## src/rtl/pcs_sync_pkg.sv

```systemverilog
// Shared definitions for the multi-lane code-group synchronizer:
// FSM state encodings and the 7-bit comma patterns.
package pcs_sync_pkg;

  typedef enum logic [1:0] {
    LOSS      = 2'd0,
    COMMA_DET = 2'd1,
    ACQUIRE   = 2'd2,
    SYNC      = 2'd3
  } sync_state_t;

  localparam logic [6:0] COMMA_P = 7'b0011111;
  localparam logic [6:0] COMMA_N = 7'b1100000;

  // A comma is identified on the first seven bits (abcdeif) of the code-group.
  function automatic logic is_comma(input logic [9:0] cg);
    return (cg[9:3] == COMMA_P) || (cg[9:3] == COMMA_N);
  endfunction

endpackage

```

## src/rtl/pcs_multilane_sync_if.sv

```systemverilog
// Bundle of the per-lane receive-side signals between the decoder,
// the synchronizer and the Receive FSM.
interface pcs_multilane_sync_if #(
  parameter int LANES = 4,
  parameter int CNT_W = 8
);
  logic [LANES-1:0]       lane_en;
  logic [LANES*10-1:0]    rx_code_group;
  logic [LANES-1:0]       rx_cg_err;
  logic                   los_clr;
  logic [LANES*10-1:0]    SUDI;
  logic [LANES-1:0]       rx_even;
  logic [LANES-1:0]       sync_status;
  logic                   all_sync;
  logic [LANES*CNT_W-1:0] los_count;

  modport master (
    output lane_en, rx_code_group, rx_cg_err, los_clr,
    input  SUDI, rx_even, sync_status, all_sync, los_count
  );

  modport slave (
    input  lane_en, rx_code_group, rx_cg_err, los_clr,
    output SUDI, rx_even, sync_status, all_sync, los_count
  );
endinterface

```

## src/rtl/pcs_sync_lane.sv

```systemverilog
// One lane of code-group synchronization: sync FSM, comma/bad/good counters,
// the registered SUDI path and a saturating loss-of-sync event counter.
module pcs_sync_lane
  import pcs_sync_pkg::*;
#(
  parameter int COMMA_REQ = 3,
  parameter int GOOD_RUN  = 4,
  parameter int BAD_MAX   = 4,
  parameter int CNT_W     = 8
) (
  input  logic             i_clk,
  input  logic             i_rst_n,
  input  logic             i_en,
  input  logic [9:0]       i_cg,
  input  logic             i_err,
  input  logic             i_los_clr,
  output logic [9:0]       o_sudi,
  output logic             o_rx_even,
  output logic             o_sync,
  output logic [CNT_W-1:0] o_los_count
);

  localparam int CW = $clog2(COMMA_REQ + 1);
  localparam int BW = $clog2(BAD_MAX + 1);
  localparam int GW = $clog2(GOOD_RUN + 1);

  localparam logic [CW-1:0] C_ONE = CW'(1);
  localparam logic [CW-1:0] C_REQ = CW'(COMMA_REQ);
  localparam logic [BW-1:0] B_ONE = BW'(1);
  localparam logic [BW-1:0] B_MAX = BW'(BAD_MAX);
  localparam logic [GW-1:0] G_ONE = GW'(1);
  localparam logic [GW-1:0] G_RUN = GW'(GOOD_RUN);

  sync_state_t      r_state, w_state_next;
  logic             r_rx_even, w_rx_even_next;
  logic [CW-1:0]    r_comma_cnt, w_comma_cnt_next;
  logic [BW-1:0]    r_bad_cnt, w_bad_cnt_next;
  logic [GW-1:0]    r_good_cnt, w_good_cnt_next;
  logic [9:0]       r_sudi;
  logic [CNT_W-1:0] r_los_count;
  logic             w_los_inc;

  logic          w_comma, w_pos_even, w_cgbad, w_data;
  logic [CW-1:0] w_comma_inc;
  logic [BW-1:0] w_bad_inc, w_bad_dec;
  logic [GW-1:0] w_good_inc;

  assign w_comma     = is_comma(i_cg);
  assign w_pos_even  = ~r_rx_even;
  assign w_cgbad     = i_err | (w_comma & ~w_pos_even);
  assign w_data      = ~w_comma & ~i_err;
  assign w_comma_inc = r_comma_cnt + C_ONE;
  assign w_bad_inc   = r_bad_cnt + B_ONE;
  assign w_bad_dec   = r_bad_cnt - B_ONE;
  assign w_good_inc  = r_good_cnt + G_ONE;

  always_comb begin
    w_state_next     = r_state;
    w_rx_even_next   = ~r_rx_even;
    w_comma_cnt_next = r_comma_cnt;
    w_bad_cnt_next   = r_bad_cnt;
    w_good_cnt_next  = r_good_cnt;
    w_los_inc        = 1'b0;

    unique case (r_state)
      LOSS: begin
        if (w_comma) begin
          w_state_next     = COMMA_DET;
          w_rx_even_next   = 1'b1;
          w_comma_cnt_next = C_ONE;
        end
      end
      COMMA_DET: begin
        w_rx_even_next = 1'b0;
        if (w_data && (r_comma_cnt == C_REQ)) begin
          w_state_next    = SYNC;
          w_bad_cnt_next  = '0;
          w_good_cnt_next = '0;
        end else if (w_data) begin
          w_state_next = ACQUIRE;
        end else begin
          w_state_next = LOSS;
        end
      end
      ACQUIRE: begin
        if (w_comma && w_pos_even && !i_err) begin
          w_state_next     = COMMA_DET;
          w_comma_cnt_next = w_comma_inc;
        end else if (!w_data) begin
          w_state_next = LOSS;
        end
      end
      SYNC: begin
        if (w_cgbad) begin
          w_bad_cnt_next  = w_bad_inc;
          w_good_cnt_next = '0;
          if (w_bad_inc == B_MAX) begin
            w_state_next = LOSS;
            w_los_inc    = 1'b1;
          end
        end else if (r_bad_cnt != '0) begin
          // A full run of good code-groups forgives one outstanding bad one.
          if (w_good_inc == G_RUN) begin
            w_bad_cnt_next  = w_bad_dec;
            w_good_cnt_next = '0;
          end else begin
            w_good_cnt_next = w_good_inc;
          end
        end else begin
          w_good_cnt_next = '0;
        end
      end
      default: w_state_next = LOSS;
    endcase

    // A disabled lane parks in LOSS and is not reported as a loss event.
    if (!i_en) begin
      w_state_next     = LOSS;
      w_rx_even_next   = ~r_rx_even;
      w_comma_cnt_next = '0;
      w_bad_cnt_next   = '0;
      w_good_cnt_next  = '0;
      w_los_inc        = 1'b0;
    end
  end

  always_ff @(posedge i_clk) begin
    if (!i_rst_n) begin
      r_state     <= LOSS;
      r_rx_even   <= 1'b0;
      r_comma_cnt <= '0;
      r_bad_cnt   <= '0;
      r_good_cnt  <= '0;
      r_sudi      <= '0;
      r_los_count <= '0;
    end else begin
      r_state     <= w_state_next;
      r_rx_even   <= w_rx_even_next;
      r_comma_cnt <= w_comma_cnt_next;
      r_bad_cnt   <= w_bad_cnt_next;
      r_good_cnt  <= w_good_cnt_next;
      r_sudi      <= i_cg;
      if (i_los_clr) begin
        r_los_count <= '0;
      end else if (w_los_inc && (r_los_count != '1)) begin
        r_los_count <= r_los_count + 1'b1;
      end
    end
  end

  assign o_sudi      = r_sudi;
  assign o_rx_even   = r_rx_even;
  assign o_sync      = (r_state == SYNC);
  assign o_los_count = r_los_count;

endmodule

```

## src/rtl/pcs_multilane_sync.sv

```systemverilog
// Multi-lane code-group synchronizer: independent per-lane sync FSMs plus an
// aggregate link flag over the enabled lanes.
module pcs_multilane_sync
  import pcs_sync_pkg::*;
#(
  parameter int LANES     = 4,
  parameter int COMMA_REQ = 3,
  parameter int GOOD_RUN  = 4,
  parameter int BAD_MAX   = 4,
  parameter int CNT_W     = 8
) (
  input  logic                 GTX_CLK,
  input  logic                 mr_main_reset,
  pcs_multilane_sync_if.slave  io_bus
);

  logic [LANES*10-1:0]    w_sudi;
  logic [LANES-1:0]       w_rx_even;
  logic [LANES-1:0]       w_sync;
  logic [LANES*CNT_W-1:0] w_los_count;

  generate
    for (genvar gi = 0; gi < LANES; gi++) begin : g_lane
      pcs_sync_lane #(
        .COMMA_REQ (COMMA_REQ),
        .GOOD_RUN  (GOOD_RUN),
        .BAD_MAX   (BAD_MAX),
        .CNT_W     (CNT_W)
      ) u_lane (
        .i_clk       (GTX_CLK),
        .i_rst_n     (mr_main_reset),
        .i_en        (io_bus.lane_en[gi]),
        .i_cg        (io_bus.rx_code_group[gi*10 +: 10]),
        .i_err       (io_bus.rx_cg_err[gi]),
        .i_los_clr   (io_bus.los_clr),
        .o_sudi      (w_sudi[gi*10 +: 10]),
        .o_rx_even   (w_rx_even[gi]),
        .o_sync      (w_sync[gi]),
        .o_los_count (w_los_count[gi*CNT_W +: CNT_W])
      );
    end
  endgenerate

  assign io_bus.SUDI        = w_sudi;
  assign io_bus.rx_even     = w_rx_even;
  assign io_bus.sync_status = w_sync;
  assign io_bus.los_count   = w_los_count;
  // Disabled lanes are ignored; with no lane enabled the link is reported down.
  assign io_bus.all_sync    = (|io_bus.lane_en) & (&(w_sync | ~io_bus.lane_en));

endmodule

```

## src/flat_wrapper.sv

```systemverilog
// flat-port wrapper written by rule: the top's interface ports become plain ports
module pcs_multilane_sync_flat import pcs_sync_pkg::*;
#(
  parameter int LANES     = 4,
  parameter int COMMA_REQ = 3,
  parameter int GOOD_RUN  = 4,
  parameter int BAD_MAX   = 4,
  parameter int CNT_W     = 8
)
  (GTX_CLK, mr_main_reset, io_bus_lane_en, io_bus_rx_code_group, io_bus_rx_cg_err, io_bus_los_clr, io_bus_SUDI, io_bus_rx_even, io_bus_sync_status, io_bus_all_sync, io_bus_los_count);
  pcs_multilane_sync_if #(.LANES(LANES), .CNT_W(CNT_W)) io_bus_i ();
  input  logic GTX_CLK;
  input  logic mr_main_reset;
  input wire logic [$bits(io_bus_i.lane_en)-1:0] io_bus_lane_en;
  input wire logic [$bits(io_bus_i.rx_code_group)-1:0] io_bus_rx_code_group;
  input wire logic [$bits(io_bus_i.rx_cg_err)-1:0] io_bus_rx_cg_err;
  input wire logic [$bits(io_bus_i.los_clr)-1:0] io_bus_los_clr;
  output wire logic [$bits(io_bus_i.SUDI)-1:0] io_bus_SUDI;
  output wire logic [$bits(io_bus_i.rx_even)-1:0] io_bus_rx_even;
  output wire logic [$bits(io_bus_i.sync_status)-1:0] io_bus_sync_status;
  output wire logic [$bits(io_bus_i.all_sync)-1:0] io_bus_all_sync;
  output wire logic [$bits(io_bus_i.los_count)-1:0] io_bus_los_count;
  assign io_bus_i.lane_en = io_bus_lane_en;
  assign io_bus_i.rx_code_group = io_bus_rx_code_group;
  assign io_bus_i.rx_cg_err = io_bus_rx_cg_err;
  assign io_bus_i.los_clr = io_bus_los_clr;
  assign io_bus_SUDI = io_bus_i.SUDI;
  assign io_bus_rx_even = io_bus_i.rx_even;
  assign io_bus_sync_status = io_bus_i.sync_status;
  assign io_bus_all_sync = io_bus_i.all_sync;
  assign io_bus_los_count = io_bus_i.los_count;
  pcs_multilane_sync #(.LANES(LANES), .COMMA_REQ(COMMA_REQ), .GOOD_RUN(GOOD_RUN), .BAD_MAX(BAD_MAX), .CNT_W(CNT_W)) u_core (.GTX_CLK(GTX_CLK), .mr_main_reset(mr_main_reset), .io_bus(io_bus_i));
endmodule
```

## config.mk

```make
export PLATFORM = sky130hd
export DESIGN_NAME = pcs_multilane_sync_flat
export DESIGN_NICKNAME = d
export VERILOG_FILES = /design/src/rtl/pcs_sync_pkg.sv /design/src/rtl/pcs_multilane_sync_if.sv /design/src/rtl/pcs_sync_lane.sv /design/src/rtl/pcs_multilane_sync.sv /design/src/flat_wrapper.sv
export SDC_FILE = /design/constraint.sdc
export NUM_CORES = 1
export LEC_CHECK = 0
export CORE_MARGIN = 8
export CORE_UTILIZATION = 30
export DETAILED_ROUTE_END_ITERATION = 8
export GPL_TIMING_DRIVEN = 0
export HOLD_SLACK_MARGIN = 0.15
export SETUP_SLACK_MARGIN = 0.2
export SKIP_CTS_REPAIR_TIMING = 1
export SLEW_MARGIN = 25
export SYNTH_ARGS = -nofsm -noshare
export SYNTH_HDL_FRONTEND = slang
export SYNTH_SLANG_ARGS = --single-unit
```

## constraint.sdc

```tcl
create_clock -name GTX_CLK -period 5.7 [get_ports GTX_CLK]
set_input_delay 1.14 -clock GTX_CLK [delete_from_list [all_inputs] [get_ports GTX_CLK]]
set_output_delay 1.14 -clock GTX_CLK [all_outputs]
set_load 0.05 [all_outputs]
```

==> flow_summary.ini <==
[timing]
relSlewSlack = 0.512
max_clock_freq_mhz = 238
slew_viol_final = 0
fin_crit_sh = 0.738
finalClockSkew_ns = 0.0115
rsz0062_at_grt = no
setup_viol = 0
tightest_slew_ns = 0.723
fin_ws_ns = 1.49
min_period_ns = 4.21
fin_setup_tns_ns = 0
finalHoldViolations = 0

[clock_tree]
cts_tree = done
clk-insertion-delay-late_ns = 0.41
cts_buffer_depth = 2
htreeDepth = 4
clock_sinks = 116
numCtsBuffers = 17
root_buffer = clkbuf_16
clk_pin_slew_ns = 0.05

[power_and_ir_drop]
vdd_ir_drop_max_mv = 0.201
power_w = 0.00208
p_per_area_mw_per_mm2 = 260
p_leak_nw = 2.85

[place]
globalplace.congestion = 0.775
place_area_mm2 = 0.00742
port_buffers = 128
dp_slack_ns = 1.47
place_hpwl_um = 11800

[die]
io_pins = 132
num_rows = 51
die-area_mm2 = 0.0240
die_y_um = 155
dieWidth_um = 155
initial_core_util = 0.302
fp.coreArea_mm2 = 0.0192

[global_routing]
busiest_layer = met2
use_met2 = 0.212
grtUsageTotal = 0.134
use_met1 = 0.167
grt_max_degree = 17
first_global_vias = 5066
use_met3 = 0.0413
grt_overflow_total = 0
antenna_found_initial = 0
grt_pass1_wl_um = 25700

[logic_synthesis]
ys_seq_elements = 116
yosys-mux-area-fraction = 0.0155
synthAdderAreaFrac = 0.0690
synthTopCellsByArea = dfxtp_1, ha_1, and2_1
synth.avg_cell_area_um2 = 8.91
synth_compound_area_frac = 0.155
synth_xor_area_frac = 0.0377
synthFlopType = dfxtp_1
synth_nets = 734
synthArstFlopShare = 0
synth-edff-count = 0
synth_top_cell_area_share = 0.400
yosysWarnings = 0
yosys.area_share.simple = 0.279
seq_area_frac_synth = 0.400
synth_area_mm2 = 0.00580
synth_top_cell_by_area = dfxtp_1
synth_cell_type_count = 65
synth_cells = 651
synth_top_family_by_area = simple AND/OR/NAND/NOR gates

[setup_path]
crit_arrival_ns = 3.07
crit_family = buffers and inverters
rr_endpoint = u_core.g_lane[1].u_lane.o_los_count[7]$_SDFFE_PP0P_
r2r_start = u_core.g_lane[1].u_lane.r_state[1]$_SDFFE_PN0P_
critical_path_buf_inv_count = 2
cpMaxStageDelayCell = clkdlybuf4s50_1
cp_max_fo = 6
worstSetupStartpointType = input port
cp-end-kind = output port
reg2reg_depth = 7
worst_path_most_repeated_cell = clkdlybuf4s50_1
required_ns = 4.56
critical-path-max-stage-delay_ns = 0.82
crit_chain = clkdlybuf4s50_1, a222oi_1, and2_1, clkdlybuf4s50_1
r2r_slack_ns = 3.57
crit_type = in -> out

[worst_hold_path]
min_to = u_core.g_lane[2].u_lane.r_comma_cnt[0]$_SDFFE_PN0P_
hp-start = u_core.g_lane[2].u_lane.r_comma_cnt[0]$_SDFFE_PN0P_
hold_class = reg -> reg
holdPathStages = 1

[cells_and_area]
final_core_util = 0.416
nets = 881
area_growth_pct = 37.7
drive_gt1_frac = 0.0730
n_antenna_cell = 0
finalInstanceArea_mm2 = 0.00799
multi_input_area_mm2 = 0.00323
fillCellCount = 1931
seq_area_mm2 = 0.00232

[run_status]
outcome = complete, no violations

[detailed_routing]
drt-total-wl_um = 15900
num_vias = 5102
drc = 0
ant_nets = 0
wl_per_cell_um = 14.8
initialDrtViolationCount = 246
via_per_inst = 4.75
drt_pass1_iterations = 5

[job]
maxCapViolations = 0
cell usage after synthesis (3+ instances only):
cell and instances:
nand3b_1 5, nand4_1 10, nand3_1 22, a221oi_1 7, nor2b_1 4, a31oi_1 9
dfxtp_1 116, a21oi_1 26, or2_2 6, o21a_1 3, and2_1 44, a41oi_1 4
xnor2_1 18, or3_1 7, buf_2 3, nor2_1 58, o31ai_1 5, a21o_1 3
nor4_1 12, and3_1 10, o21ai_0 22, or4_1 8, and4_1 6, a211oi_1 7
nand2b_1 9, mux2i_1 9, inv_1 30, buf_4 8, nand2_1 43, nor3_1 21
nor4bb_1 3, nor4b_1 6, xor2_1 7, ha_1 32, a22oi_1 11, clkbuf_1 17
metal layers:
layer | up-vias | wire [um] | share of wire
li1 | 2642 | - | -
met1 | 2357 | 7770 | 0.49
met2 | 96 | 7040 | 0.44
met3 | 7 | 930 | 0.059
met4 | 0 | 115 | 0.0073
met5 | - | 0 | 0
worst max path at each step:
stage,from,end,cells after the start
after CTS,io_bus_lane_en[2],io_bus_all_sync,4
after floorplan,io_bus_lane_en[1],io_bus_all_sync,3
final,io_bus_lane_en[2],io_bus_all_sync,4
after global routing,io_bus_lane_en[2],io_bus_all_sync,4
after global placement,io_bus_lane_en[2],io_bus_all_sync,4
after detailed placement,io_bus_lane_en[2],io_bus_all_sync,4
power breakdown:
part	switching, W	leakage, nW	internal [W]
Sequential	0.00000761	0.947	0.000829
Clock	0.000375	0.276	0.000668
Combinational	0.000120	1.63	0.0000812
Total	0.000502	2.85	0.00158
final cells by class:
type | count | area share
Clock inverter | 9 | 0.0133
Sequential cell | 116 | 0.291
Timing Repair Buffer | 128 | 0.160
Multi-Input combinational cell | 477 | 0.404
Inverter | 30 | 0.0141
Buffer | 28 | 0.0174
Clock buffer | 20 | 0.0584
Tap cell | 265 | 0.0415
flip-flops by register name (all words and copies together) (netlist names):
signal	flops
u_core.g_lane.u_lane.r_good_cnt	12
u_core.g_lane.u_lane.r_comma_cnt	8
u_core.g_lane.u_lane.o_los_count	32
u_core.g_lane.u_lane.r_state	8
u_core.g_lane.u_lane.o_rx_even	4
u_core.g_lane.u_lane.o_sudi	40
u_core.g_lane.u_lane.r_bad_cnt	12
placed cells by master (no fill, tap or decap), types with 10 or more instances in the layout:
cell type / instances
nand2_1: 43
a22oi_1: 11
nand4_1: 10
a21oi_1: 26
clkbuf_1: 17
and2_1: 44
clkbuf_16: 17
nand3_1: 22
nor4_1: 12
o21ai_0: 22
dfxtp_1: 116
nor2_1: 58
and3_1: 10
inv_1: 30
xnor2_1: 18
clkdlybuf4s50_1: 128
ha_1: 32
nor3_1: 21
cell families (layout without fill, tap and decap cells):
kind of cell               count (synthesis)  in the layout
adders and majority gates                 32             32
muxes                                      9              9
buffers and inverters                     58            215
xor gates and xnor gates                  25             25
and+or+nand+nor                          286            286
AOI/OAI and AO/OA                        125            125
DFF                                      116            116
per-stage QoR:
stage / cells / hold WS [ns]
after floorplan: 651 / 0.444
after global placement: 1044 / 0.461
after detailed placement: 1044 / 0.466
after CTS: 1073 / 0.478
after global routing: 1073 / 0.512
final: 1073 / 0.478
Note: power is estimated with default switching activity, not from simulation.
